==> src/rtl/fetch_pkg.sv <==
// Shared types and constants for the LEGv8 instruction-fetch stage.
// Consumed by fetch_pc_reg and fetch_stage.
package fetch_pkg;

  typedef enum logic [1:0] {
    BOOT = 2'd0,
    RUN  = 2'd1,
    HALT = 2'd2
  } fetch_state_t;

  // ADD XZR,XZR,XZR: architecturally a no-op, used to fill empty IF/ID slots
  localparam logic [31:0] BUBBLE_INSTR  = 32'h8b1f03ff;
  localparam logic [31:0] HALT_SENTINEL = 32'h00000000;
  localparam logic [63:0] PC_RESET      = 64'h0;
  localparam int unsigned PC_STEP       = 4;

endpackage

==> src/rtl/fetch_pc_reg.sv <==
// N-bit program counter with async active-high reset, parallel load and
// +4 increment enable. Load has priority over increment; neither holds.
module fetch_pc_reg
  import fetch_pkg::*;
#(
  parameter int N = 64
) (
  input  logic         clk,
  input  logic         rst,
  input  logic         load,
  input  logic [N-1:0] load_val,
  input  logic         inc,
  output logic [N-1:0] pc
);

  always_ff @(posedge clk or posedge rst) begin
    if (rst) begin
      pc <= N'(PC_RESET);
    end else if (load) begin
      pc <= load_val;
    end else if (inc) begin
      pc <= pc + N'(PC_STEP);
    end
  end

endmodule

==> src/rtl/fetch_stage.sv <==
// LEGv8 IF stage: PC, ROM addressing, IF/ID register and BOOT/RUN/HALT FSM.
// Optional perf counters (fetch_cnt, stall_cnt) exist when FETCH_PERF_CNT_EN is defined.
module fetch_stage
  import fetch_pkg::*;
#(
  parameter int N            = 64,
  parameter bit HALT_ON_ZERO = 1'b1
) (
  input  logic         clk,
  input  logic         reset,
  input  logic         PCSrc_F,
  input  logic [N-1:0] PCBranch_F,
  input  logic         stall_F,
  input  logic         flush_D,
  output logic [5:0]   imem_addr,
  input  logic [31:0]  imem_q,
  output logic [31:0]  instr_D,
  output logic [N-1:0] pc_D,
  output logic         valid_D,
  output logic         halted,
`ifdef FETCH_PERF_CNT_EN
  output logic [31:0]  fetch_cnt,
  output logic [31:0]  stall_cnt,
`endif
  output fetch_state_t state_dbg
);

  // Flow control: there is no ready back-pressure. valid_D marks that
  // instr_D/pc_D hold a real instruction; stall_F freezes PC and IF/ID,
  // flush_D or a taken redirect overwrites IF/ID with a bubble.

  fetch_state_t state;
  logic [N-1:0] pc;
  logic [N-1:0] branch_tgt;
  logic         in_run;
  logic         sentinel;
  logic         pc_inc;
  logic         load_real;
  logic [1:0]   unused_tgt_lsbs;

  // Redirect targets are word aligned; the low two bits are dropped.
  assign branch_tgt      = {PCBranch_F[N-1:2], 2'b00};
  assign unused_tgt_lsbs = PCBranch_F[1:0];

  assign in_run    = (state == RUN);
  assign sentinel  = HALT_ON_ZERO && (imem_q == HALT_SENTINEL);
  assign pc_inc    = in_run && !stall_F && !sentinel;
  assign load_real = !PCSrc_F && !flush_D && !stall_F && in_run && !sentinel;

  assign imem_addr = pc[7:2];
  assign state_dbg = state;

  fetch_pc_reg #(.N(N)) u_pc_reg (
    .clk      (clk),
    .rst      (reset),
    .load     (PCSrc_F),
    .load_val (branch_tgt),
    .inc      (pc_inc),
    .pc       (pc)
  );

  always_ff @(posedge clk or posedge reset) begin
    if (reset) begin
      instr_D <= BUBBLE_INSTR;
      pc_D    <= N'(PC_RESET);
      valid_D <= 1'b0;
    end else if (PCSrc_F || flush_D) begin
      instr_D <= BUBBLE_INSTR;
      pc_D    <= pc;
      valid_D <= 1'b0;
    end else if (stall_F) begin
      instr_D <= instr_D;
      pc_D    <= pc_D;
      valid_D <= valid_D;
    end else if (load_real) begin
      instr_D <= imem_q;
      pc_D    <= pc;
      valid_D <= 1'b1;
    end else begin
      instr_D <= BUBBLE_INSTR;
      pc_D    <= pc;
      valid_D <= 1'b0;
    end
  end

  // BOOT spends one cycle letting the ROM output settle after reset.
  always_ff @(posedge clk or posedge reset) begin
    if (reset) begin
      state  <= BOOT;
      halted <= 1'b0;
    end else begin
      case (state)
        BOOT: begin
          state  <= RUN;
          halted <= 1'b0;
        end
        RUN: begin
          if (sentinel && !PCSrc_F && !stall_F) begin
            state  <= HALT;
            halted <= 1'b1;
          end
        end
        HALT: begin
          if (PCSrc_F) begin
            state  <= RUN;
            halted <= 1'b0;
          end
        end
        default: begin
          state  <= BOOT;
          halted <= 1'b0;
        end
      endcase
    end
  end

`ifdef FETCH_PERF_CNT_EN
  always_ff @(posedge clk or posedge reset) begin
    if (reset) begin
      fetch_cnt <= 32'd0;
      stall_cnt <= 32'd0;
    end else begin
      if (load_real && (fetch_cnt != 32'hFFFFFFFF)) begin
        fetch_cnt <= fetch_cnt + 32'd1;
      end
      if (stall_F && in_run && (stall_cnt != 32'hFFFFFFFF)) begin
        stall_cnt <= stall_cnt + 32'd1;
      end
    end
  end
`endif

endmodule

==> config.mk <==
export PLATFORM = sky130hd
export DESIGN_NAME = fetch_stage
export DESIGN_NICKNAME = d
export VERILOG_FILES = /design/src/rtl/fetch_pkg.sv /design/src/rtl/fetch_pc_reg.sv /design/src/rtl/fetch_stage.sv
export SDC_FILE = /design/constraint.sdc
export NUM_CORES = 1
export LEC_CHECK = 0
export BUFFER_PORTS_ARGS = -buffer_cell sky130_fd_sc_hd__buf_2
export CORE_UTILIZATION = 25
export DETAILED_ROUTE_END_ITERATION = 8
export GPL_TIMING_DRIVEN = 0
export PLACE_DENSITY = 0.54
export REMOVE_ABC_BUFFERS = 1
export SYNTH_ARGS = -nofsm -noshare
export SYNTH_HDL_FRONTEND = slang
export SYNTH_SLANG_ARGS = --single-unit
export TNS_END_PERCENT = 1
==> constraint.sdc <==
create_clock -name clk -period 5.75 [get_ports clk]
set_input_delay 0 -clock clk [delete_from_list [all_inputs] [get_ports clk]]
set_output_delay 0 -clock clk [all_outputs]
set_load 0.02 [all_outputs]
==> key figures <==
Status
  – Outcome: complete, no violations

Job
  – Max-cap viol count: 0

Global route
  – All-Layer GR Usage: 0.158
  – Largest net degree at the start of global routing: 96
  – Antenna violations before repair: 0
  – Vias in the first global route: 6895
  – Gr ovfl total: 0
  – First-pass GRT wire length: 37800 um

Synthesis
  – Post-synth ARST share: 1.00
  – Synth unique cells: between 50 and 60
  – Cells after Synth: roughly 800
  – Synthesized flop and latch total: 160
  – Cell Area, Synth: 7630 um^2
  – Sequential fraction of the synthesis area: 0.528
  – Warnings from Yosys: 0
  – Number of synthesized flops with an enable pin: 0
  – Synth Flop Type: dfrtp_1
  – Mapped Avg Cell Area: 9.31 um^2

Setup path
  – Reg2reg end: u_pc_reg.pc[50]
  – Worst-path maximum fanout: 21
  – Worst Setup End Kind: flop
  – Critical path arrival: 4620 ps
  – Worst path cell trace: dlygate4sd3_1, buf_2, nor4_1, nand4_1, o21ai_1, or3_1, o22a_1
  – Type of origin of the critical path: input pin
  – R2r startpoint: state_dbg[1]
  – Worst setup path start: imem_q[0]
  – Critical setup path kind: input pin to flop
  – Critical Path RT: 6120 ps
  – Slowest cell on the critical path: o21ai_1
  – Crit-path max cell delay: 1370 ps
  – Worst Setup EP: instr_D[19]
  – Reg2Reg Depth: 6
  – R2R setup slack: ~2700 ps

Power
  – Sw Pwr: 825 uW
  – Switching Share: 0.272
  – Clk pwr share: 0.417
  – Logic pwr share: 0.149
  – P_int: 2210 uW
  – Maximum VDD drop: 0.000195 V
  – Register share of total power: 0.433
  – Leakage power total: 0.00471 uW
  – Power per cell area: between 200 and 300 nW/um^2
  – Power Total: 3030 uW

Timing
  – Relative slew slack: 0.133
  – FMAX: 235 MHz
  – Final slew viol count: 0
  – Final setup fails: 0
  – Slew of the pin with the lowest slew margin: 1300 ps
  – Post-route clock period utilization: 0.740
  – RSZ-0062 raised after global routing: no
  – Crit path time final: 4260 ps
  – Clock Skew: 13.6 ps
  – Endpoints failing hold: 0

CTS
  – CTS buffer count: 17
  – CTS HTree Levels: 4
  – Clk sink count: 160
  – Worst-Skew Late Latency: 440 ps
  – Root buf cell: clkbuf_16
  – Clock-pin slew on the worst setup and hold paths: 60 ps
  – TritonCTS clock tree: yes
  – Max clock buf depth: 2

Floorplan
  – Row count: 63
  – Initial Utilization: 0.256
  – Core Region: 29800 um^2
  – Die Width: 177 um
  – Die H: roughly 180 um
  – Die ar.: 31200 um^2
  – # IOs: 207

Routing
  – Post-route DRC violation count: 0
  – Avg WL per Cell: 16.5 um
  – Vias: 7201
  – Drt pass-1 iters: 7
  – Detailed Route WL: 24500 um
  – Post-route ant nets: 0
  – Vias per cell: 4.85
  – Iter 0 DRT Violations: 432

Final layout
  – Final non-filler cell total: 1486
  – Syn-to-layout area delta: 39.2%
  – Share of layout cells above drive strength 1: 0.249
  – Post-Layout Inst Area: about 11000 um^2
  – Nets: between 1k and 1.5k
  – Final core utilization: 0.356

Placed design
  – GP Congestion: 0.774
  – DP Area: ~9000 um^2
  – Dpl cells: around 1.4k
  – HPWL after detailed placement: approximately 17000 um
  – Port Buf Inserts: between 200 and 250

Min path
  – Path type of the worst min-delay path: input pin to flop
==> kinds of logic (layout without fill, tap and decap cells) <==
family	count (synthesis)	in the layout	synth area share
other	1	3	0.000492
AO/OA/AOI/OAI	155	155	0.145
AND/OR/NAND/NOR	417	417	0.262
multiplexers	2	2	0.00279
adder cells (fa/ha/maj)	1	1	0.00164
buffers and inverters	64	339	0.0377
flip-flops	160	160	0.528
XOR/XNOR	19	19	0.0218
==> how the worst min path moves through the flow <==
stage                         startpoint              end  cells past startpoint  slack, ps
final                            stall_F     state_dbg[1]                      4         20
after detailed placement           reset          valid_D                      2         80
after global placement    PCBranch_F[21]  u_pc_reg.pc[21]                      3        210
after floorplan                  PCSrc_F     state_dbg[1]                      1         60
after CTS                        stall_F     state_dbg[1]                      4         10
after global routing             flush_D      instr_D[11]                      3         40
==> worst max-delay path, delay by kind of cell <==
kind | cells | cell delay, ps
AND/OR/NAND/NOR | 3 | 2350
AO/OA/AOI/OAI | 2 | 1600
buffers and inverters | 2 | 660
==> power by group through the flow <==
stage / Clock, uW / Sequential [uW] / Combinational, uW
5_1_grt: 1340 / 1330 / 502
4_1_cts: 1300 / 1310 / 460
3_3_place_gp: 0 / 1330 / 401
6_report: 1260 / 1310 / 453
2_1_floorplan: 0 / 1390 / 156
3_5_place_dp: 0 / 1330 / 409
==> layout make-up <==
class                   instances  area, um^2
diodes                          1        2.50
clock buffers                  23         508
clock inverters                 8         149
fillers                      3061       19200
inverters                       5        26.3
multi-input cells             596        3340
flip-flops and latches        160        4030
well taps                     390         488
repair buffers                303        2070
==> sequential cells by signal, summed over array words and instances (netlist names) <==
| name | cells |
|---|---|
| pc_D | 62 |
| u_pc_reg.pc | 62 |
| instr_D | 32 |
| state_dbg | 2 |
| halted | 1 |
| valid_D | 1 |
==> what timing repair did <==
action | 4_1_cts | 5_1_grt
hold buffers | 95 | 0
endpoints found under the hold margin | 159 | 0
setup endpoints to repair | 0 | 0
gates resized for setup | 0 | 0
buffers inserted | 0 | 0
==> metrics by stage <==
stage | hold WS (ps) | setup slack [ps] | TNS [ps]
global route | 44.6 | 1170 | 0
CTS | 13.0 | 1510 | 0
detailed placement | 77.3 | 1630 | 0
floorplan | 63.1 | 1460 | 0
finish | 21.5 | 1490 | 0
global placement | 209 | -920 | -128200
==> routing by layer <==
layer / global-route usage / wire (um) / vias to the layer above
met5: 0 / 0 / -
met4: 0.0744 / 691 / 0
met3: 0.0288 / 975 / 41
met2: 0.244 / 11400 / 158
met1: 0.213 / 11400 / 3550
li1: - / - / 3452
==> Yosys cell counts (3+ instances only) <==
| cell type | number | area, um^2 |
|---|---|---|
| nand2_1 | 230 | 863 |
| dfrtp_1 | 141 | 3530 |
| o21ai_0 | 41 | 205 |
| clkbuf_1 | 38 | 143 |
| nor2_1 | 38 | 143 |
| nand3_1 | 31 | 155 |
| a31oi_1 | 28 | 175 |
| dfstp_2 | 19 | 499 |
| o22a_1 | 19 | 166 |
| or3_1 | 19 | 119 |
| nand4_1 | 17 | 106 |
| or4_1 | 17 | 128 |
| xor2_1 | 17 | 149 |
| and3_1 | 14 | 87.6 |
| a22o_1 | 13 | 114 |
| nor4_1 | 13 | 81.3 |
| o2111ai_1 | 12 | 105 |
| o211ai_1 | 12 | 90.1 |
| o31ai_1 | 10 | 75.1 |
| and4_1 | 9 | 78.8 |
| buf_2 | 8 | 40.0 |
| buf_4 | 8 | 60.1 |
| inv_1 | 5 | 18.8 |
| nand2b_1 | 5 | 31.3 |
| nor3_1 | 5 | 25.0 |
| and2_1 | 4 | 25.0 |
| buf_1 | 4 | 15.0 |
| a21oi_1 | 3 | 15.0 |
| o31a_1 | 3 | 26.3 |
==> placed cells by master (no fill, tap or decap), types with 13 or more instances in the layout <==
cell and n:
nand2_1 229, buf_2 203, dfrtp_1 141, dlygate4sd3_1 95, o21ai_0 41, nor2_1 38, nand3_1 31, a31oi_1 28
o22a_1 19, or3_1 19, dfstp_2 19, nand4_1 17, xor2_1 17, or4_1 17, clkbuf_16 17, and3_1 14
a22o_1 13, nor4_1 13
Power figures use the tool's default switching activity.
